## config.mk

```make
export PLATFORM = sky130hd
export DESIGN_NAME = ahb_master_arbiter
export DESIGN_NICKNAME = d
export VERILOG_FILES = /design/src/rtl/ahb_pkg.sv /design/src/rtl/ahb_rr_arbiter.sv /design/src/rtl/ahb_master_arbiter.sv
export SDC_FILE = /design/constraint.sdc
export NUM_CORES = 1
export LEC_CHECK = 0
export ABC_AREA = 1
export CAP_MARGIN = 20
export CORE_ASPECT_RATIO = 0.6
export CORE_MARGIN = 5
export CORE_UTILIZATION = 30
export CTS_BUF_LIST = sky130_fd_sc_hd__clkbuf_2 sky130_fd_sc_hd__clkbuf_4 sky130_fd_sc_hd__clkbuf_8
export CTS_CLUSTER_SIZE = 16
export DETAILED_ROUTE_END_ITERATION = 10
export PLACE_DENSITY = 0.59
export RECOVER_POWER = 25
export REMOVE_ABC_BUFFERS = 1
export SLEW_MARGIN = 10
export SYNTH_ARGS = -nofsm -noshare
export SYNTH_HDL_FRONTEND = slang
export SYNTH_SLANG_ARGS = --single-unit
export TNS_END_PERCENT = 5
```

## constraint.sdc

```tcl
create_clock -name hclk -period 3 [get_ports hclk]
set_clock_uncertainty 0.15 [all_clocks]
set_input_delay 0.9 -clock hclk [delete_from_list [all_inputs] [get_ports hclk]]
set_output_delay 0.9 -clock hclk [all_outputs]
set_load 0.005 [all_outputs]
```

## src/rtl/ahb_pkg.sv

```systemverilog
// AHB encodings, arbiter FSM states and the per-port held transfer header.
// Shared by the master-port arbiter and its round-robin sub-module.
package ahb_pkg;

    localparam logic [1:0] tIDLE   = 2'b00;
    localparam logic [1:0] tBUSY   = 2'b01;
    localparam logic [1:0] tNONSEQ = 2'b10;
    localparam logic [1:0] tSEQ    = 2'b11;

    localparam logic [2:0] tSINGLE = 3'b000;
    localparam logic [2:0] tINCR   = 3'b001;
    localparam logic [2:0] tWRAP4  = 3'b010;
    localparam logic [2:0] tINCR4  = 3'b011;
    localparam logic [2:0] tWRAP8  = 3'b100;
    localparam logic [2:0] tINCR8  = 3'b101;
    localparam logic [2:0] tWRAP16 = 3'b110;
    localparam logic [2:0] tINCR16 = 3'b111;

    localparam logic [1:0] rOKAY  = 2'b00;
    localparam logic [1:0] rERROR = 2'b01;
    localparam logic [1:0] rRETRY = 2'b10;
    localparam logic [1:0] rSPLIT = 2'b11;

    typedef enum logic [2:0] {
        S_IDLE = 3'd0,
        S_ADDR = 3'd1,
        S_DATA = 3'd2,
        S_RESP = 3'd3,
        S_ERR1 = 3'd4,
        S_ERR2 = 3'd5
    } arb_state_t;

    typedef struct packed {
        logic [31:0] addr;
        logic        write;
        logic [2:0]  size;
        logic [3:0]  prot;
        logic        lock;
    } hdr_t;

    // Port index width for the supported 2..4 port range.
    function automatic int idx_w(input int n);
        return (n > 2) ? 2 : 1;
    endfunction

endpackage

```

## src/rtl/ahb_rr_arbiter.sv

```systemverilog
// Round-robin pick among pending ports, restricted to the lock owner while a lock is held.
// Latency: combinational grant; pointer advances on the cycle update is strobed.
// Backpressure: none; requests simply stay asserted until granted.
module ahb_rr_arbiter
    import ahb_pkg::*;
#(
    parameter int NPORTS = 2,
    localparam int IW = idx_w(NPORTS)
) (
    input  logic              hclk,
    input  logic              resetn,
    input  logic [NPORTS-1:0] req,
    input  logic              lock_valid,
    input  logic [IW-1:0]     lock_owner,
    input  logic              update,
    output logic [NPORTS-1:0] grant,
    output logic [IW-1:0]     grant_idx
);

    logic [IW-1:0]     last_grant;
    logic [IW-1:0]     cand;
    logic [NPORTS-1:0] eligible;
    logic              found;

    always_comb begin
        eligible  = req;
        grant     = '0;
        grant_idx = '0;
        cand      = '0;
        found     = 1'b0;
        if (lock_valid) begin
            eligible = req & (NPORTS'(1) << lock_owner);
        end
        // Search starts one past the previous winner so every port gets a turn.
        for (int i = 1; i <= NPORTS; i++) begin
            cand = IW'((int'(last_grant) + i) % NPORTS);
            if (!found && eligible[cand]) begin
                found     = 1'b1;
                grant_idx = cand;
            end
        end
        if (found) begin
            grant[grant_idx] = 1'b1;
        end
    end

    always_ff @(posedge hclk or negedge resetn) begin
        if (!resetn) begin
            last_grant <= IW'(NPORTS - 1);
        end else if (update) begin
            last_grant <= grant_idx;
        end
    end

endmodule

```

## src/rtl/ahb_master_arbiter.sv

```systemverilog
// Shares one AHB master port among NPORTS requester ports as registered single transfers.
// Latency: accept at T, shared-bus address phase T+2, data T+3, port completion T+4 (zero-wait slave).
// Backpressure: port hready stays low while its transfer is held; shared hready stretches ADDR/DATA.
module ahb_master_arbiter
    import ahb_pkg::*;
#(
    parameter int NPORTS = 2
) (
    input  logic                hclk,
    input  logic                resetn,
    input  logic [NPORTS*32-1:0] ahb_mmst_haddr,
    input  logic [NPORTS*2-1:0] ahb_mmst_htrans,
    input  logic [NPORTS-1:0]   ahb_mmst_hwrite,
    input  logic [NPORTS*3-1:0] ahb_mmst_hsize,
    input  logic [NPORTS*3-1:0] ahb_mmst_hburst,
    input  logic [NPORTS*4-1:0] ahb_mmst_hprot,
    input  logic [NPORTS-1:0]   ahb_mmst_hlock,
    input  logic [NPORTS*32-1:0] ahb_mmst_hwdata,
    output logic [NPORTS*32-1:0] ahb_mmst_hrdata,
    output logic [NPORTS-1:0]   ahb_mmst_hready,
    output logic [NPORTS*2-1:0] ahb_mmst_hresp,
    output logic [31:0]         ahb_mst_haddr,
    output logic [1:0]          ahb_mst_htrans,
    output logic                ahb_mst_hwrite,
    output logic [2:0]          ahb_mst_hsize,
    output logic [2:0]          ahb_mst_hburst,
    output logic [3:0]          ahb_mst_hprot,
    output logic                ahb_mst_hlock,
    output logic [31:0]         ahb_mst_hwdata,
    input  logic [31:0]         ahb_mst_hrdata,
    input  logic                ahb_mst_hready,
    input  logic [1:0]          ahb_mst_hresp
);

    localparam int IW = idx_w(NPORTS);

    arb_state_t        state_q, state_d;
    hdr_t              hold       [NPORTS];
    logic [31:0]       hold_wdata [NPORTS];
    logic [31:0]       rdata_q    [NPORTS];
    logic [1:0]        resp_q     [NPORTS];
    logic [NPORTS-1:0] pend, wcap, accept, arb_grant;
    logic [IW-1:0]     gnt_q, arb_idx, lock_owner;
    logic              lock_valid, arb_any, owner_rdy;
    logic              load_addr, load_wdata, cap_resp, done;
    logic              unused_hburst;

    // Bursts are flattened into singles, so the requested burst type is never looked at.
    assign unused_hburst  = ^ahb_mmst_hburst;
    assign ahb_mst_hburst = tSINGLE;
    assign arb_any        = |arb_grant;
    assign owner_rdy      = (state_q == S_RESP) || (state_q == S_ERR2);

    for (genvar k = 0; k < NPORTS; k++) begin : g_port
        assign accept[k] = ((ahb_mmst_htrans[2*k +: 2] == tNONSEQ) ||
                            (ahb_mmst_htrans[2*k +: 2] == tSEQ)) && ahb_mmst_hready[k];
        assign ahb_mmst_hready[k]         = !pend[k] || (owner_rdy && gnt_q == IW'(k));
        assign ahb_mmst_hrdata[32*k +: 32] = rdata_q[k];
        assign ahb_mmst_hresp[2*k +: 2]    = resp_q[k];
    end

    ahb_rr_arbiter #(.NPORTS(NPORTS)) u_arb (
        .hclk       (hclk),
        .resetn     (resetn),
        .req        (pend),
        .lock_valid (lock_valid),
        .lock_owner (lock_owner),
        .update     (load_addr),
        .grant      (arb_grant),
        .grant_idx  (arb_idx)
    );

    always_ff @(posedge hclk or negedge resetn) begin
        if (!resetn) begin
            state_q <= S_IDLE;
        end else begin
            state_q <= state_d;
        end
    end

    always_comb begin
        state_d    = state_q;
        load_addr  = 1'b0;
        load_wdata = 1'b0;
        cap_resp   = 1'b0;
        done       = 1'b0;
        case (state_q)
            S_IDLE: if (arb_any) begin
                load_addr = 1'b1;
                state_d   = S_ADDR;
            end
            S_ADDR: if (ahb_mst_hready) begin
                load_wdata = 1'b1;
                state_d    = S_DATA;
            end
            S_DATA: if (ahb_mst_hready) begin
                cap_resp = 1'b1;
                state_d  = (ahb_mst_hresp == rOKAY) ? S_RESP : S_ERR1;
            end
            S_RESP: begin
                done    = 1'b1;
                state_d = S_IDLE;
            end
            S_ERR1: state_d = S_ERR2;
            S_ERR2: begin
                done    = 1'b1;
                state_d = S_IDLE;
            end
            default: state_d = S_IDLE;
        endcase
    end

    always_ff @(posedge hclk or negedge resetn) begin
        if (!resetn) begin
            ahb_mst_haddr  <= '0;
            ahb_mst_htrans <= tIDLE;
            ahb_mst_hwrite <= 1'b0;
            ahb_mst_hsize  <= '0;
            ahb_mst_hprot  <= '0;
            ahb_mst_hlock  <= 1'b0;
            ahb_mst_hwdata <= '0;
            gnt_q          <= '0;
            lock_valid     <= 1'b0;
            lock_owner     <= '0;
        end else begin
            if (load_addr) begin
                ahb_mst_haddr  <= hold[arb_idx].addr;
                ahb_mst_hwrite <= hold[arb_idx].write;
                ahb_mst_hsize  <= hold[arb_idx].size;
                ahb_mst_hprot  <= hold[arb_idx].prot;
                ahb_mst_hlock  <= hold[arb_idx].lock;
                ahb_mst_htrans <= tNONSEQ;
                gnt_q          <= arb_idx;
            end
            if (load_wdata) begin
                ahb_mst_htrans <= tIDLE;
                ahb_mst_hwdata <= hold_wdata[gnt_q];
            end
            // Lock follows the hlock of each completed owner transfer; any error drops it.
            if (state_q == S_ERR2) begin
                lock_valid <= 1'b0;
            end else if (state_q == S_RESP) begin
                lock_valid <= ahb_mst_hlock;
                lock_owner <= gnt_q;
            end
        end
    end

    always_ff @(posedge hclk or negedge resetn) begin
        if (!resetn) begin
            pend <= '0;
            wcap <= '0;
            for (int k = 0; k < NPORTS; k++) begin
                hold[k]       <= '0;
                hold_wdata[k] <= '0;
                rdata_q[k]    <= '0;
                resp_q[k]     <= rOKAY;
            end
        end else begin
            wcap <= accept;
            for (int k = 0; k < NPORTS; k++) begin
                // A new accept in the completion cycle keeps the port pending.
                if (accept[k]) begin
                    hold[k] <= '{addr:  ahb_mmst_haddr[32*k +: 32],
                                 write: ahb_mmst_hwrite[k],
                                 size:  ahb_mmst_hsize[3*k +: 3],
                                 prot:  ahb_mmst_hprot[4*k +: 4],
                                 lock:  ahb_mmst_hlock[k]};
                    pend[k] <= 1'b1;
                end else if (done && gnt_q == IW'(k)) begin
                    pend[k] <= 1'b0;
                end
                if (wcap[k]) begin
                    hold_wdata[k] <= ahb_mmst_hwdata[32*k +: 32];
                end
                if (cap_resp && gnt_q == IW'(k)) begin
                    rdata_q[k] <= ahb_mst_hrdata;
                    resp_q[k]  <= (ahb_mst_hresp == rOKAY) ? rOKAY : rERROR;
                end else if (state_q == S_ERR2 && gnt_q == IW'(k)) begin
                    resp_q[k] <= rOKAY;
                end
            end
        end
    end

endmodule
```

; Word level (Yosys, flattened, before mapping)
; Cells that the tools add are included.
[totals]
reg_bits = 300
latch_bits = 0
ram_bits = 0
romBits = 0
elab_cells = 131
mem_count = 0
[classes]
addsub = 2
mul = 0
div = 0
n_lt_le_gt_ge = 6
eq_ne = 12
shift = 1
n_mux = 42
bitwise_logic = 5
reduce_logical = 32
[op_table]
columns = op, count
row1 = $mux W41, 3
row2 = $mux W32, 3
row3 = $mux W1, 22
row4 = $mux W2, 8
row5 = $logic_and A1 B1 Y1, 12
row6 = $mux W3, 4
row7 = $pmux W3 S4, 1
row8 = $reduce_bool A2 Y1, 6
row9 = $eq A2 B2 Y1 const B, 4
row10 = $eq A3 B2 Y1 const B, 2
row11 = $eq A3 B3 Y1 const B, 2
row12 = $lt A1 B2 Y1 const B, 3
row13 = $ne A2 B2 Y1 const B, 3
row14 = $logic_or A1 B1 Y1, 5
row15 = $ge A2 B2 Y1 const B, 2
row16 = $not A1 Y2, 2
row17 = $reduce_or A2 Y1, 2
row18 = $eq A3 B1 Y1 const B, 1
row19 = $logic_not A1 Y1, 3
row20 = $logic_not A3 Y1, 1
row21 = $reduce_and A3 Y1, 1
row22 = $add A1 B1 Y1 const B, 2
row23 = $and A2 B2 Y2, 1
row24 = $logic_not A2 Y1, 1
row25 = other kinds (5), 6

; Longest topological paths before layout
; Gate-level depths: netlist of run 1.
[depth]
depth_word = 19
ltp_mapped = 9

; Hierarchy
; Synthesis of run 1 repeated with hierarchy kept, for this count alone.
[hier_totals]
hier_cells = 1225
hier_area_um2 = 12248.0
[modules_own_cells]
columns = mod, instances, cells_each, area_each_um2, seq_area_each_um2
row1 = ahb_master_arbiter, 1, 1211, 12144.1, 7407.1
row2 = ahb_rr_arbiter, 1, 14, 103.8, 26.3

; Worst setup path before layout of run 1
; OpenSTA, ideal clock, no wires.
[synth_timing]
kind = register to output
startpoint = reg state_q[1]
endpoint = out ahb_mmst_hready[0]
t_arrival_ps = 1026
setup_slack_ps = 924
stages_incl_launch_ff = 7
n_path_buf = 1
cell_sequence = dfrtp_1 inv_2 nand2_1 nand2_1 nand3_1 nand2_2 buf_4
[synth_between]
elab_chain_cells = 4
word_cells_on_any_way = 5
[synth_rtl]
columns = element, line
row1 = start: declaration, ahb_master_arbiter.sv:37  ; arb_state_t state_q, state_d;
row2 = start signal: assignment, ahb_master_arbiter.sv:77  ; state_q <= state_d;
row3 = $eq A3 B2 Y1 / $eq A3 B3 Y1 (equally long branches), ahb_master_arbiter.sv:52  ; assign owner_rdy = (state_q == S_RESP) || (state_q == S_ERR2);
row4 = $logic_or A1 B1 Y1 (*), ahb_master_arbiter.sv:52
row5 = $logic_and A1 B1 Y1 (*), ahb_master_arbiter.sv:57  ; assign ahb_mmst_hready[k] = !pend[k] || (owner_rdy && gnt_q == IW'(k));
row6 = $logic_or A1 B1 Y1 (*), ahb_master_arbiter.sv:57
row7 = end: declaration, ahb_master_arbiter.sv:20  ; output logic [NPORTS-1:0] ahb_mmst_hready,
; Every way passes the cells marked *; elsewhere a longest branch is shown, timed or not.

; Worst setup path after layout of run 1
[layout_timing]
startpoint = reg state_q[1]
endpoint = out ahb_mmst_hready[1]
; Same word-level chain as after synthesis.

==> flow_summary.ini, run 1 <==
[outcome]
status = complete, but fails checks
violations = capacitance limit, slew limit

[placed_design]
io_buffers = 326
dp_cells = 2140
dp_worst_setup_slack_ns = 0.387
dp_hpwl_um = 25300
finalWeightedCongestion = 0.780

[sta]
rsz0062_at_grt = no
worst_slack_ns = 0.148
slew_violations = 66
worstMarginPinSlew_ns = 2.14
finalHoldViolations = 0
slew_headroom_pct = -42.9
timing.fmax_mhz = 351
setup_viol = 0
final.setup.tns_ns = 0
min_period_over_period_pct = 95.1
period_minus_slack_ns = 2.85

[grt]
grt.total_usage_pct = 16.8
grt_pass1_vias = 10717
grt_pass1_wl_um = 61300
grt_overflow = 0
antenna_found_initial = 4
grt_max_degree = 70

[synthesis]
yosys.area.top_type_share_pct = 59.6
netlist_instances = 1307
synth_seq_cells = 297
yosys.area.top_type = dfrtp_1
netlist_area_um2 = 12400
synthAdderAreaFrac_pct = 0
synth_top_family_by_area = simple AND/OR/NAND/NOR gates
ys_seq_area_share_pct = 59.8
synth-simple-area-share_pct = 23.1
syn_area_per_cell_um2 = 9.51
synthDistinctLibCells = 28
yosysWarnings = 0
synth_compound_area_share_pct = 4.73
synthTopCellsByArea = dfrtp_1 60%, nand2_1 14%, nand3_1 5.4%, mux2_2 5.3%, inv_1 1.9%
synthMuxAreaShare_pct = 5.80
synth_xor_area_share_pct = 0

[clock_tree]
hold_buffers = 0
cts_made_buffers = 49
clk_pin_slew_ns = 0.06
cts_max_path_buffers = 3
root_buffer = clkbuf_8
cts_tree = done
cts_sinks = 297
clock_latency_ns = 0.58
htreeDepth = 2

[route]
viasPerCell = 4.57
drt-total-wl_um = 38800
ant_nets = 0
wl_per_cell_um = 17.5
firstDrtPassIters = 5
drc = 0
initialDrtViolationCount = 601
vias = 10156

[final_layout]
layout-drive-gt1-share_pct = 11.3
area_growth_syn_to_layout_pct = 37.8
final_nets = 1830
final_cell_mix = 478 x nand2_1, 321 x clkdlybuf4s50_1, 293 x dfrtp_1, 132 x nand3_1, 62 x inv_1
layoutNonFillerInstCount = 2222
utilization_pct = 42.0
final_common_cell = nand2_1

[worst_setup_path]
reg2reg_depth = 8
crit_start = state_q[1]
crit_path_max_fanout = 8
r2r_slack_ns = 0.50
slowest_delay_ns = 0.43
worstPathRequired_ns = 1.95
endpoint = ahb_mmst_hready[1]
crit_family = buffers and inverters
crit_path_end_kind = primary output
cp_cell_sequence = inv_4 > buf_4 > nand4_1 > nand3_2 > dlygate4sd2_1
cp.arrival_ns = 1.80
cp_num_buf_inv = 3
critical-path-slowest-cell = dfrtp_1
worst_setup_path_start_kind = flip-flop
path_depth = 5
path_class = reg -> out
r2r_end = hold[17]
reg2reg_from = state_q[1]

[pwr]
leakage_uw = 0.00811
powerDensity_nw_per_um2 = 1060
max-vdd-ir-drop_mv = 0.627
power_uw = 18200

[floorplanning]
rows = 57
core_um2 = 40700
die-area_um2 = 45700
start_util_pct = 30.5
chipWidth_um = 273
die_h_um = 168
num_io_pins = 341

[hold_path]
hp-class = reg -> reg

[run]
max_cap_viol_count = 1
cell type report:
cell class	instances	area, um^2
fillers	3977	23600
diodes	1	2.50
repair buffers	363	3590
inverters	67	254
clock inverters	3	20.0
well taps	560	701
multi-input cells	859	4230
clock buffers	72	891
flip-flops and latches	297	7440
synth_stat cells (all sizes together):
cell type and n:
nor2 38, a31oi 32, buf 60, nand3b 22, dfstp 1, nor3 1
dfrtp 296, inv 66, clkinv 1, nand4 3, mux2 64, o21ai 70
conb 1, nand2 482, nand3 137, clkbuf 29, a21oi 3, a21boi 1
power by group:
group | total, uW | switching (uW) | internal (uW)
clock | 3450 | 1580 | 1870
sequential | 7060 | 1100 | 5970
combinational | 7700 | 4070 | 3630
worst register-to-register path, cell delays in order, from the launching register on:
cell and delay (ns):
dfrtp_1 0.43, inv_4 0.07, buf_4 0.16, nand4_1 0.14, nand3_2 0.13, buf_4 0.50, nand2_4 0.53, nand2_1 0.21
nand2_1 0.07
metrics by stage:
step	hold WS (ns)	area, um^2
final	0.311	17100
after global routing	0.334	17100
after CTS	0.140	17100
after detailed placement	0.299	16200
after global placement	0.296	16200
after floorplan	0.283	11900
repair_timing:
action                                  in CTS  in global routing
hold endpoints to repair                     0                  0
setup buffers                                1                  5
endpoints found under the setup margin       2                  1
resized for setup                            3                  2
pin swaps                                    0                  1
flip-flops by register name, indices dropped and copies added, names as in the netlist:
| signal | cells |
|---|---|
| ahb_mmst_hrdata | 64 |
| ahb_mmst_hresp | 2 |
| ahb_mst_haddr | 32 |
| ahb_mst_hlock | 1 |
| ahb_mst_hprot | 4 |
| ahb_mst_hsize | 3 |
| ahb_mst_htrans | 1 |
| ahb_mst_hwdata | 32 |
| ahb_mst_hwrite | 1 |
| gnt_q | 1 |
| hold | 82 |
| hold_wdata | 64 |
| lock_owner | 1 |
| lock_valid | 1 |
| pend | 2 |
| state_q | 3 |
| u_arb.last_grant | 1 |
| wcap | 2 |
routing by layer:
metal | GRT usage [%] | vias up | share of wire (%)
li1 | - | 4850 | -
met1 | 22.4 | 4966 | 44
met2 | 26.9 | 266 | 47
met3 | 5.16 | 68 | 7.3
met4 | 4.25 | 6 | 1.9
met5 | 0 | - | 0.088
worst min-delay path by stage:
stage               end  slack, ns     start  depth (start not counted)
2_1_floorplan  hold[18]       0.28  hold[18]                          2
3_3_place_gp   hold[27]       0.30  hold[27]                          2
3_5_place_dp   hold[21]       0.30  hold[21]                          2
4_1_cts        hold[74]       0.14    resetn                          1
5_1_grt        hold[21]       0.33  hold[21]                          2
6_report       hold[21]       0.31  hold[21]                          2
cells by family after synthesis:
group | Yosys count
AOI/OAI and AO/OA | 106
and+or+nand+nor | 683
DFF | 297
other | 1
buffers and inverters | 156
muxes | 64
No activity file was read; power rests on OpenSTA's default activity.
==> run 2: changes to the inputs <==
--- a/config.mk
+++ b/config.mk
@@ -6,7 +6,6 @@
 export NUM_CORES = 1
 export LEC_CHECK = 0
 export ABC_AREA = 1
-export CAP_MARGIN = 20
 export CORE_ASPECT_RATIO = 0.6
 export CORE_MARGIN = 5
 export CORE_UTILIZATION = 30
==> results of run 2 <==
Final layout, timing and power as in run 1 (identical DEF).
